**config.mk**
```make
export PLATFORM = sky130hd
export DESIGN_NAME = parser_head_builder_flat
export DESIGN_NICKNAME = d
export VERILOG_FILES = /design/src/rtl/parser_head_builder_if.sv /design/src/rtl/parser_head_builder.sv /design/src/flat_wrapper.sv
export SDC_FILE = /design/constraint.sdc
export NUM_CORES = 1
export LEC_CHECK = 0
export ABC_AREA = 0
export ABC_CLOCK_PERIOD_IN_PS = 1900
export CORE_AREA = 4 4 380 382
export DETAILED_ROUTE_END_ITERATION = 6
export DIE_AREA = 0 0 384 386
export PLACE_DENSITY = 0.51
export SLEW_MARGIN = 30
export SYNTH_ARGS = -nofsm -noshare
export SYNTH_HDL_FRONTEND = slang
export SYNTH_SLANG_ARGS = --single-unit
```
**constraint.sdc**
```tcl
create_clock -name i_clk -period 1.9 [get_ports i_clk]
set_clock_uncertainty 0.05 [all_clocks]
set_input_delay 0.38 -clock i_clk [delete_from_list [all_inputs] [get_ports i_clk]]
set_output_delay 0.38 -clock i_clk [all_outputs]
set_load 0.02 [all_outputs]
```
**src/rtl/parser_head_builder_if.sv**
```systemverilog
`default_nettype none
// ============================================================================
//  Module   : parser_head_builder_pkg / parser_head_builder_if
//  Purpose  : Shared layer record type and the beat-serial packet stream
//             bundle feeding the parser head builder.
//  Revision : 1.0  initial release
// ============================================================================

package parser_head_builder_pkg;
   localparam int PKG_HEAD_WIDTH = 512;
   localparam int PKG_TAG_WIDTH  = 16;
   localparam int META_WIDTH     = 64;
   localparam int NUM_OFFSETS    = 2;
   localparam int OFFSET_WIDTH   = 8;

   typedef struct packed {
      logic [PKG_HEAD_WIDTH+PKG_TAG_WIDTH-1:0]      head;
      logic [META_WIDTH-1:0]                        meta;
      logic [NUM_OFFSETS-1:0][OFFSET_WIDTH-1:0]     type_offset;
      logic [NUM_OFFSETS-1:0][OFFSET_WIDTH-1:0]     key_offset;
      logic [NUM_OFFSETS-1:0]                       key_offset_v;
      logic [OFFSET_WIDTH-1:0]                      headShift;
      logic [OFFSET_WIDTH-1:0]                      metaShift;
   } layer_info_t;
endpackage

interface parser_head_builder_if #(
   parameter int DATA_WIDTH = 256
);
   localparam int EW = $clog2(DATA_WIDTH/8);

   logic                  data_valid;
   logic [DATA_WIDTH-1:0] data;
   logic                  data_sop;
   logic                  data_eop;
   logic [EW-1:0]         data_empty;
   logic                  data_ready;

   modport master (
      output data_valid, data, data_sop, data_eop, data_empty,
      input  data_ready
   );

   modport slave (
      input  data_valid, data, data_sop, data_eop, data_empty,
      output data_ready
   );
endinterface

`default_nettype wire

```
**src/rtl/parser_head_builder.sv**
```systemverilog
`default_nettype none
// ============================================================================
//  Module   : parser_head_builder
//  Purpose  : Collects the first HEAD_WIDTH bits of each packet, appends a
//             per-packet tag, seeds offsets from config registers and emits
//             one layer record with a single-cycle strobe per packet.
//  Revision : 1.0  initial release
// ============================================================================

module parser_head_builder
   import parser_head_builder_pkg::*;
#(
   parameter int         DATA_WIDTH = 256,
   parameter int         HEAD_WIDTH = PKG_HEAD_WIDTH,
   parameter int         TAG_WIDTH  = PKG_TAG_WIDTH,
   parameter int         HEAD_BEATS = HEAD_WIDTH / DATA_WIDTH,
   parameter logic [3:0] CFG_BASE   = 4'hF
) (
   input  wire logic               i_clk,
   input  wire logic               i_rst,
   parser_head_builder_if.slave    io_data,
   input  wire logic               i_rule_wren,
   input  wire logic [31:0]        i_rule_addr,
   input  wire logic [31:0]        i_rule_wdata,
   output layer_info_t             o_layer_info,
   output logic                    o_layer_valid,
   output logic [15:0]             o_err_cnt
);

   localparam int CW = $clog2(HEAD_BEATS + 1);

   localparam logic [2:0] c_IDLE       = 3'd0;
   localparam logic [2:0] c_COLLECT    = 3'd1;
   localparam logic [2:0] c_EMIT       = 3'd2;
   localparam logic [2:0] c_EMIT_DRAIN = 3'd3;
   localparam logic [2:0] c_DRAIN      = 3'd4;

   logic [2:0]                                 r_state;
   logic [2:0]                                 w_next;
   logic [2:0]                                 w_base;
   logic [HEAD_WIDTH-1:0]                      r_head;
   logic [CW-1:0]                              r_beat_cnt;
   logic [TAG_WIDTH-1:0]                       r_tag;
   logic [15:0]                                r_err_cnt;
   logic [NUM_OFFSETS-1:0][OFFSET_WIDTH-1:0]   r_type_off;
   logic [NUM_OFFSETS-1:0][OFFSET_WIDTH-1:0]   r_key_off;
   logic [NUM_OFFSETS-1:0]                     r_key_v;
   logic [OFFSET_WIDTH-1:0]                    r_head_shift;
   logic [OFFSET_WIDTH-1:0]                    r_meta_shift;

   logic                  w_acc;
   logic                  w_sop;
   logic                  w_eop;
   logic                  w_start;
   logic                  w_store;
   logic                  w_err;
   logic                  w_first_done;
   logic                  w_last_slot;
   logic                  w_cfg_hit;
   logic [DATA_WIDTH-1:0] w_keep_mask;
   logic [DATA_WIDTH-1:0] w_beat;
   logic [3:0]            w_cfg_idx;
   logic                  w_unused;

   // The layer pipeline never pushes back, so the stream is only held off in reset.
   assign io_data.data_ready = ~i_rst;

   assign w_acc = io_data.data_valid & io_data.data_ready;
   assign w_sop = io_data.data_sop;
   assign w_eop = io_data.data_eop;

   // Trailing invalid bytes sit in the LSBs of the eop beat.
   assign w_keep_mask = {DATA_WIDTH{1'b1}} << {io_data.data_empty, 3'b000};
   assign w_beat      = w_eop ? (io_data.data & w_keep_mask) : io_data.data;

   // The emit states handle a concurrent beat as if already in their successor.
   assign w_base = (r_state == c_EMIT)       ? c_IDLE  :
                   (r_state == c_EMIT_DRAIN) ? c_DRAIN : r_state;

   // A sop beat always (re)starts a packet; sop outside IDLE is a framing error.
   assign w_start      = w_acc & w_sop;
   assign w_store      = w_acc & ~w_sop & (w_base == c_COLLECT);
   assign w_err        = w_acc & ((w_base == c_IDLE) ? ~w_sop : w_sop);
   assign w_first_done = w_eop | (HEAD_BEATS == 1);
   assign w_last_slot  = (r_beat_cnt == CW'(HEAD_BEATS - 1));

   assign w_cfg_hit = i_rule_wren & (i_rule_addr[31:28] == CFG_BASE);
   assign w_cfg_idx = i_rule_addr[3:0];
   assign w_unused  = &{1'b0, i_rule_addr[27:8], i_rule_wdata[31:8]};

   // FSM state register.
   always_ff @(posedge i_clk) begin
      if (i_rst) r_state <= c_IDLE;
      else       r_state <= w_next;
   end

   // FSM next-state decode.
   always_comb begin
      w_next = w_base;
      if (w_acc) begin
         if (w_sop) begin
            w_next = w_first_done ? c_EMIT : c_COLLECT;
         end else begin
            case (w_base)
               c_COLLECT: begin
                  if (w_eop)            w_next = c_EMIT;
                  else if (w_last_slot) w_next = c_EMIT_DRAIN;
               end
               c_DRAIN: if (w_eop) w_next = c_IDLE;
               default: w_next = w_base;
            endcase
         end
      end
   end

   // FSM outputs: the record is presented only while the strobe is high.
   always_comb begin
      o_layer_valid = (r_state == c_EMIT) || (r_state == c_EMIT_DRAIN);
      o_layer_info  = '0;
      if (o_layer_valid) begin
         o_layer_info.head         = {r_head, r_tag};
         o_layer_info.meta         = META_WIDTH'(r_tag);
         o_layer_info.type_offset  = r_type_off;
         o_layer_info.key_offset   = r_key_off;
         o_layer_info.key_offset_v = r_key_v;
         o_layer_info.headShift    = r_head_shift;
         o_layer_info.metaShift    = r_meta_shift;
      end
   end

   // Head assembly, tag sequencing and framing-error counting.
   always_ff @(posedge i_clk) begin
      if (i_rst) begin
         r_head     <= '0;
         r_beat_cnt <= '0;
         r_tag      <= '0;
         r_err_cnt  <= '0;
      end else begin
         if (w_start) begin
            // Clearing first leaves unfilled slots of a short packet at zero.
            r_head <= '0;
            r_head[HEAD_WIDTH-1 -: DATA_WIDTH] <= w_beat;
            r_beat_cnt <= CW'(1);
         end else if (w_store) begin
            for (int k = 0; k < HEAD_BEATS; k++) begin
               if (r_beat_cnt == CW'(k))
                  r_head[HEAD_WIDTH-1-k*DATA_WIDTH -: DATA_WIDTH] <= w_beat;
            end
            r_beat_cnt <= r_beat_cnt + CW'(1);
         end
         if (o_layer_valid)
            r_tag <= r_tag + TAG_WIDTH'(1);
         if (w_err && (r_err_cnt != 16'hFFFF))
            r_err_cnt <= r_err_cnt + 16'd1;
      end
   end

   // Configuration register writes; unknown classes and indices are dropped.
   always_ff @(posedge i_clk) begin
      if (i_rst) begin
         r_type_off   <= '0;
         r_key_off    <= '0;
         r_key_v      <= '0;
         r_head_shift <= '0;
         r_meta_shift <= '0;
      end else if (w_cfg_hit) begin
         case (i_rule_addr[7:4])
            4'd0: for (int n = 0; n < NUM_OFFSETS; n++)
                     if (w_cfg_idx == 4'(n)) r_type_off[n] <= i_rule_wdata[7:0];
            4'd1: for (int n = 0; n < NUM_OFFSETS; n++)
                     if (w_cfg_idx == 4'(n)) r_key_off[n] <= i_rule_wdata[7:0];
            4'd2: for (int n = 0; n < NUM_OFFSETS; n++)
                     if (w_cfg_idx == 4'(n)) r_key_v[n] <= i_rule_wdata[0];
            4'd3: r_head_shift <= i_rule_wdata[7:0];
            4'd4: r_meta_shift <= i_rule_wdata[7:0];
            default: ;
         endcase
      end
   end

   assign o_err_cnt = r_err_cnt;

endmodule

`default_nettype wire

```
**src/flat_wrapper.sv**
```systemverilog
// flat-port wrapper written by rule: the top's interface ports become plain ports
module parser_head_builder_flat import parser_head_builder_pkg::*;
#(
   parameter int         DATA_WIDTH = 256,
   parameter int         HEAD_WIDTH = PKG_HEAD_WIDTH,
   parameter int         TAG_WIDTH  = PKG_TAG_WIDTH,
   parameter int         HEAD_BEATS = HEAD_WIDTH / DATA_WIDTH,
   parameter logic [3:0] CFG_BASE   = 4'hF
)
  (i_clk, i_rst, i_rule_wren, i_rule_addr, i_rule_wdata, o_layer_info, o_layer_valid, o_err_cnt, io_data_data_valid, io_data_data, io_data_data_sop, io_data_data_eop, io_data_data_empty, io_data_data_ready);
  parser_head_builder_if #(.DATA_WIDTH(DATA_WIDTH)) io_data_i ();
  input  wire logic i_clk;
  input  wire logic i_rst;
  input  wire logic i_rule_wren;
  input  wire logic [31:0] i_rule_addr;
  input  wire logic [31:0] i_rule_wdata;
  output layer_info_t o_layer_info;
  output logic o_layer_valid;
  output logic [15:0] o_err_cnt;
  input wire logic [$bits(io_data_i.data_valid)-1:0] io_data_data_valid;
  input wire logic [$bits(io_data_i.data)-1:0] io_data_data;
  input wire logic [$bits(io_data_i.data_sop)-1:0] io_data_data_sop;
  input wire logic [$bits(io_data_i.data_eop)-1:0] io_data_data_eop;
  input wire logic [$bits(io_data_i.data_empty)-1:0] io_data_data_empty;
  output wire logic [$bits(io_data_i.data_ready)-1:0] io_data_data_ready;
  assign io_data_i.data_valid = io_data_data_valid;
  assign io_data_i.data = io_data_data;
  assign io_data_i.data_sop = io_data_data_sop;
  assign io_data_i.data_eop = io_data_data_eop;
  assign io_data_i.data_empty = io_data_data_empty;
  assign io_data_data_ready = io_data_i.data_ready;
  parser_head_builder #(.DATA_WIDTH(DATA_WIDTH), .HEAD_WIDTH(HEAD_WIDTH), .TAG_WIDTH(TAG_WIDTH), .HEAD_BEATS(HEAD_BEATS), .CFG_BASE(CFG_BASE)) u_core (.i_clk(i_clk), .i_rst(i_rst), .io_data(io_data_i), .i_rule_wren(i_rule_wren), .i_rule_addr(i_rule_addr), .i_rule_wdata(i_rule_wdata), .o_layer_info(o_layer_info), .o_layer_valid(o_layer_valid), .o_err_cnt(o_err_cnt));
endmodule
```
==> flow_summary.yaml, run 1 <==
outcome:
  status: "complete, but fails checks"
  violations: "setup timing"
detailed_routing:
  drtIter0Drc: 1437
  ant_nets: 0
  num_vias: 27400
  vias_per_cell: 4.32
  drt_wl_total_um: 135000
  wire_per_inst_um: 21.3
  drc: 0
  drt_pass1_iterations: 5
clocking:
  cts_htree_levels: 3
  clock_path_buffers: 3
  path_clk_slew_ps: 60
  cts_buffers: 75
  cts-root-buf: "clkbuf_16"
  clock_sinks: 599
  cts_tree: "done"
  worstSkewPairLatency_ps: 660
worst_hold_path:
  hold_class: "input pin to register"
final_layout:
  nets: 4716
  stdcell_count: 6336
  layout-drive-gt1-share_pct: 22.9
  mostFrequentLayoutCells: "596 x dfxtp_1, 534 x nand2_1, 511 x a21oi_1"
  mostFrequentLayoutCell: "dfxtp_1"
  design_area_mm2: 0.0433
  syn2layout_area_growth_pct: 62.4
setup_path:
  r2r-end: "u_core.r_head[308]$_SDFFE_PP0P_"
  crit_arrival_ps: 2480
  crit_required_ps: 1470
  critPathLaunchType: "register"
  critPathMaxFanout: 55
  ff2ff_setup_slack_ps: -260
  slowest_stage: "clkdlybuf4s50_1"
  critPathMaxStageDelay_ps: 650
  cp_cell_sequence: "nor2b_4, buf_6, buf_16, and2_1, clkdlybuf4s50_1"
  cp-startpoint: "u_core.r_state[1]$_SDFF_PP0_"
  r2r-start: "u_core.r_state[2]$_SDFF_PP0_"
  path_class: "register to output pin"
  r2r_cells: 7
  cp-endpoint: "o_layer_info[250]"
  cp-end-kind: "output pin"
sta:
  slew_viol_final: 0
  slew_headroom_pct: 33.0
  setup_ws_ps: -1010
  hold_ws_ps: 191
  hold_violations: 0
  max_freq_mhz: 344
  min_period_ps: 2910
  setup-tns-final_ps: -497730
  setup_viol: 1116
  worst_slew_pin_slew_ps: 1000
  grt_setup_unrepaired: "true"
  min_period_over_period_pct: 153
yosys:
  ys_ff_latch: 599
  dominantRegCellSynth: "dfxtp_1"
  synth_edf_count: 0
  synth_xor_area_share_pct: 0.361
  synth-adder-area-share_pct: 0.188
  synth-simple-area-share_pct: 33.7
  synth_cell_types: 67
  synth_compound_area_share_pct: 12.0
  synth_area_per_cell_um2: 7.86
  yosysSeqAreaShare_pct: 45.0
  syn_inst: 3393
  ys_async_sr_fraction_pct: 0
  yosysWarnings: 0
  synthMuxAreaShare_pct: 2.04
  synth_area_mm2: 0.0267
  synth_top_family_by_area: "simple AND/OR/NAND/NOR gates"
grt:
  antenna_found_initial: 17
  grt_pass1_vias: 27000
  grt_max_degree: 165
  overflow: 0
  grtUsageTotal_pct: 17.2
  grt_pass1_wl_um: 190000
flow_run:
  cap_violations: 0
placed_design:
  post_dp_cell_area_mm2: 0.0399
  io_buffers: 898
  place.gp.congestion: 0.864
  post-place-ws_ps: -960
  placed_cells: 6145
  dpl.hpwl_um: 102000
floorplanning:
  num_rows: 138
  die_h_um: 386
  io_pins: 991
  dieArea_mm2: 0.148
  initial_core_util_pct: 18.9
  fp.dieW_um: 384
  core_mm2: 0.141
power:
  p_per_area_mw_per_mm2: 706
  vdd_ir_drop_max_v: 0.000773
  p_leak_nw: 16.6
timing repair:
item,CTS,global route
gates resized for setup,604,452
pin swaps,7,4
setup endpoints to repair,1019,1138
hold endpoints to repair,11,0
cloned,12,4
setup buffers,27,11
hold buffers,1,0
state kept, by name, summed over array words and instances, names as in the netlist:
register / count
u_core.o_err_cnt: 16
u_core.r_beat_cnt: 2
u_core.r_head: 512
u_core.r_head_shift: 8
u_core.r_key_off: 16
u_core.r_key_v: 2
u_core.r_meta_shift: 8
u_core.r_state: 3
u_core.r_tag: 16
u_core.r_type_off: 16
how the worst min path moves through the flow:
stage | slack (ps) | start | cells after the start | end
after floorplan | 380 | u_core.r_head[322]$_SDFFE_PP0P_ | 2 | u_core.r_head[322]$_SDFFE_PP0P_
after global placement | 380 | u_core.r_head[352]$_SDFFE_PP0P_ | 2 | u_core.r_head[352]$_SDFFE_PP0P_
after detailed placement | 390 | u_core.r_head[92]$_SDFFE_PP0P_ | 2 | u_core.r_head[92]$_SDFFE_PP0P_
after CTS | 80 | i_rst | 5 | u_core.r_beat_cnt[1]$_SDFFE_PP0P_
after global routing | 140 | i_rst | 5 | u_core.r_beat_cnt[1]$_SDFFE_PP0P_
final | 190 | i_rst | 5 | u_core.r_beat_cnt[1]$_SDFFE_PP0P_
metrics by stage:
| stage | total power, mW | util (%) |
|---|---|---|
| CTS | 31.0 | 30.6 |
| global route | 31.7 | 30.7 |
| floorplan | 14.2 | - |
| global placement | 15.9 | 28.3 |
| finish | 30.6 | 30.7 |
| detailed placement | 15.9 | 28.3 |
synth_stat cells, drive strengths merged (7+ instances only):
cell type	count	area share, %
mux2i	51	1.9
a21oi	511	9.6
inv	9	0.13
a22oi	8	0.23
and2	580	14
or3	7	0.16
nand4	17	0.40
nand3	499	9.4
nor3	7	0.17
dfxtp	599	45
o21ai	18	0.37
buf	144	3.7
nor2	80	1.1
a22o	8	0.26
clkbuf	213	3.0
nand2	535	7.5
xor2	7	0.23
worst max-delay path: cells and delay by family (launching register included):
family | cells | cell delay [ps]
buf+inv | 3 | 1020
simple gates | 2 | 440
flops | 1 | 320
layout make-up:
type | instances | area (um2)
Sequential cell | 599 | 12000
Fill cell | 15000 | 97800
Multi-Input combinational cell | 2475 | 13400
Tap cell | 1890 | 2360
Timing Repair Buffer | 1221 | 12900
Antenna cell | 9 | 22.5
Clock inverter | 27 | 364
Inverter | 9 | 33.8
Clock buffer | 106 | 2120
layer usage:
metal / GRT usage, % / part of all wire (%)
met1: 20.8 / 41
met2: 29.9 / 49
met3: 4.85 / 7.2
met4: 4.75 / 2.3
met5: 0 / 0.030
kinds of logic after synthesis:
logic type,count (synthesis)
AND/OR/NAND/NOR,1769
flip-flops,599
AO/OA/AOI/OAI,589
buffers and inverters,366
multiplexers,54
XOR/XNOR,11
adder cells (fa/ha/maj),4
other,1
power by group:
| part | total [mW] | internal (mW) | leakage (nW) | switching (mW) |
|---|---|---|---|---|
| sequential | 12.8 | 12.7 | 4.84 | 0.0945 |
| combinational | 3.03 | 1.36 | 10.6 | 1.67 |
| clock | 14.7 | 8.55 | 1.22 | 6.14 |
| total | 30.6 | 22.7 | 16.6 | 7.90 |
Note: power is estimated with default switching activity, not from simulation.
==> run 2, diff against run 1 <==
--- a/config.mk
+++ b/config.mk
@@ -10,6 +10,7 @@
 export CORE_AREA = 4 4 380 382
 export DETAILED_ROUTE_END_ITERATION = 6
 export DIE_AREA = 0 0 384 386
+export GPL_TIMING_DRIVEN = 0
 export PLACE_DENSITY = 0.51
 export SLEW_MARGIN = 30
 export SYNTH_ARGS = -nofsm -noshare
==> run 2 against run 1 <==
Compared with the run above:
- sequential power barely moved
- the flow still finishes with violations (setup timing)
- clock power rose by 5%
- worst hold slack got worse by 6.2 ps
- critical path depth rose by 3
- register-to-register slack got worse by 380 ps
- combinational power fell by 2%
- cell count rose by 1.9%
- setup slack improved by 79 ps
- final area fell by 2.2%
- core utilization fell by 0.66 points
- largest cell class unchanged
- global-route usage rose by 1.9 points
==> flow_summary.yaml, run 2 (synthesis gave the netlist of run 1 again) <==
outcome:
  status: "complete, but fails checks"
  violations: "setup timing"
floorplanning:
  num_rows: 138
  core_mm2: 0.141
  die_h_um: 386
  initial_core_util_pct: 18.9
  dieArea_mm2: 0.148
  io_pins: 991
  fp.dieW_um: 384
setup_path:
  crit_top_cell: "buf_12"
  critPathMaxFanout: 7
  cp-end-kind: "output pin"
  slowest_stage: "dfxtp_2"
  cp_cell_sequence: "buf_6, nor2b_4, buf_12, buf_8, buf_12, clkbuf_16, and2_4, clkdlybuf4s15_2"
  critPathLaunchType: "register"
  r2r_cells: 8
  crit_required_ps: 1470
  critPathMaxStageDelay_ps: 320
  path_class: "register to output pin"
  crit_arrival_ps: 2400
sta:
  min_period_over_period_pct: 149
  slew_viol_final: 0
  grt_setup_unrepaired: "true"
  setup_ws_ps: -930
  worst_slew_pin_slew_ps: 1040
  max_freq_mhz: 353
  hold_ws_ps: 185
  min_period_ps: 2830
  setup-tns-final_ps: -700240
  hold_violations: 0
  slew_headroom_pct: 30.9
  setup_viol: 1209
final_layout:
  mostFrequentLayoutCells: "595 x dfxtp_1, 534 x nand2_1, 505 x a21oi_1"
  final_util_pct: 30.0
  layout-drive-gt1-share_pct: 21.2
  largest_register_ffs: 512
  stdcell_count: 6457
  nets: 4826
  top_register: "u_core.r_head"
  syn2layout_area_growth_pct: 58.9
  mostFrequentLayoutCell: "dfxtp_1"
  design_area_mm2: 0.0424
  fill_cells: 15400
clocking:
  worstSkewPairLatency_ps: 670
  cts_buffers: 77
  cts_htree_levels: 3
  cts_tree: "done"
  cts_hold_buf: 0
  clock_path_buffers: 3
  path_clk_slew_ps: 60
  cts-root-buf: "clkbuf_16"
  clock_sinks: 599
detailed_routing:
  ant_nets: 0
  drtIter0Drc: 1728
  drt_wl_total_um: 151000
  wire_per_inst_um: 23.3
  vias_per_cell: 4.37
  drc: 0
  drt_pass1_iterations: 5
  num_vias: 28200
grt:
  grt_pass1_wl_um: 206000
  overflow: 0
  grt_pass1_vias: 27800
  grtUsageTotal_pct: 19.2
  antenna_found_initial: 32
  grt_max_degree: 13
worst_hold_path:
  hold_class: "input pin to register"
  whs_path_depth: 4
placed_design:
  io_buffers: 894
  post-place-ws_ps: -1860
  dpl.hpwl_um: 119000
  place.gp.congestion: 0.871
  placed_cells: 6229
  post_dp_cell_area_mm2: 0.0385
power:
  p_total_mw: 31.3
  p_leak_nw: 17.4
  vdd_ir_drop_max_v: 0.000583
  p_per_area_mw_per_mm2: 739
flow_run:
  cap_violations: 0
-- run 2: changes by cell type in the layout (fill, tap and decap cells not counted), moves of 76 or more --
| cell | change |
|---|---|
| buf_4 | -169 |
| buf_2 | +76 |
| dlygate4sd2_1 | +225 |
| clkbuf_1 | +128 |
| clkdlybuf4s50_1 | -205 |
| buf_12 | -129 |
-- run 2: routing by layer --
| layer | track usage (%) | share of wire (%) |
|---|---|---|
| met1 | 22.7 | 40 |
| met4 | 5.10 | 2.5 |
| met5 | 0 | 0.056 |
| met3 | 6.15 | 8.4 |
| met2 | 33.4 | 49 |
-- run 2: worst max-delay path, delay by kind of cell (launching register included) --
family / cells / cell delay (ps)
buf+inv: 6 / 1040
flops: 1 / 320
simple gates: 2 / 330
-- run 2: report_power, final --
part / switching (mW) / internal (mW) / leakage, nW
Combinational: 1.76 / 1.21 / 11.2
Sequential: 0.101 / 12.7 / 4.84
Clock: 6.20 / 9.31 / 1.33
Total: 8.06 / 23.3 / 17.4
-- run 2: final cells by class --
type	count	area, um2	area share [%]
inverters	9	33.8	0.0798
clock buffers	114	2320	5.47
multi-input cells	2475	13600	32.0
plain buffers	356	2500	5.91
well taps	1890	2360	5.58
repair buffers	973	9170	21.7
flip-flops and latches	599	12000	28.3
diodes	14	35.0	0.0827
clock inverters	27	369	0.872
-- run 2: final timing paths --
check / slack, ps / start / end
worst max-delay path: -930 / u_core.r_state[2]$_SDFF_PP0_ / o_layer_info[439]
worst max register to register: -640 / u_core.r_state[1]$_SDFF_PP0_ / u_core.r_head[6]$_SDFFE_PP0P_
worst min-delay path: 190 / i_rule_addr[28] / u_core.r_key_v[0]$_SDFFE_PP0P_
worst min register to register: 390 / u_core.r_head[261]$_SDFFE_PP0P_ / u_core.r_head[261]$_SDFFE_PP0P_
-- run 2: what timing repair did --
item                        CTS  global route
gates resized for setup    1760           709
buffers inserted             31            24
setup endpoints to repair  1210          1211
pin swaps                    39            13
cloned                       15             4
==> run 3, diff against run 2 <==
--- a/config.mk
+++ b/config.mk
@@ -10,7 +10,6 @@
 export CORE_AREA = 4 4 380 382
 export DETAILED_ROUTE_END_ITERATION = 6
 export DIE_AREA = 0 0 384 386
-export GPL_TIMING_DRIVEN = 0
 export PLACE_DENSITY = 0.51
 export SLEW_MARGIN = 30
 export SYNTH_ARGS = -nofsm -noshare
==> results of run 3 <==
Same layout as run 1: the final DEF is identical, and so are final timing and power.
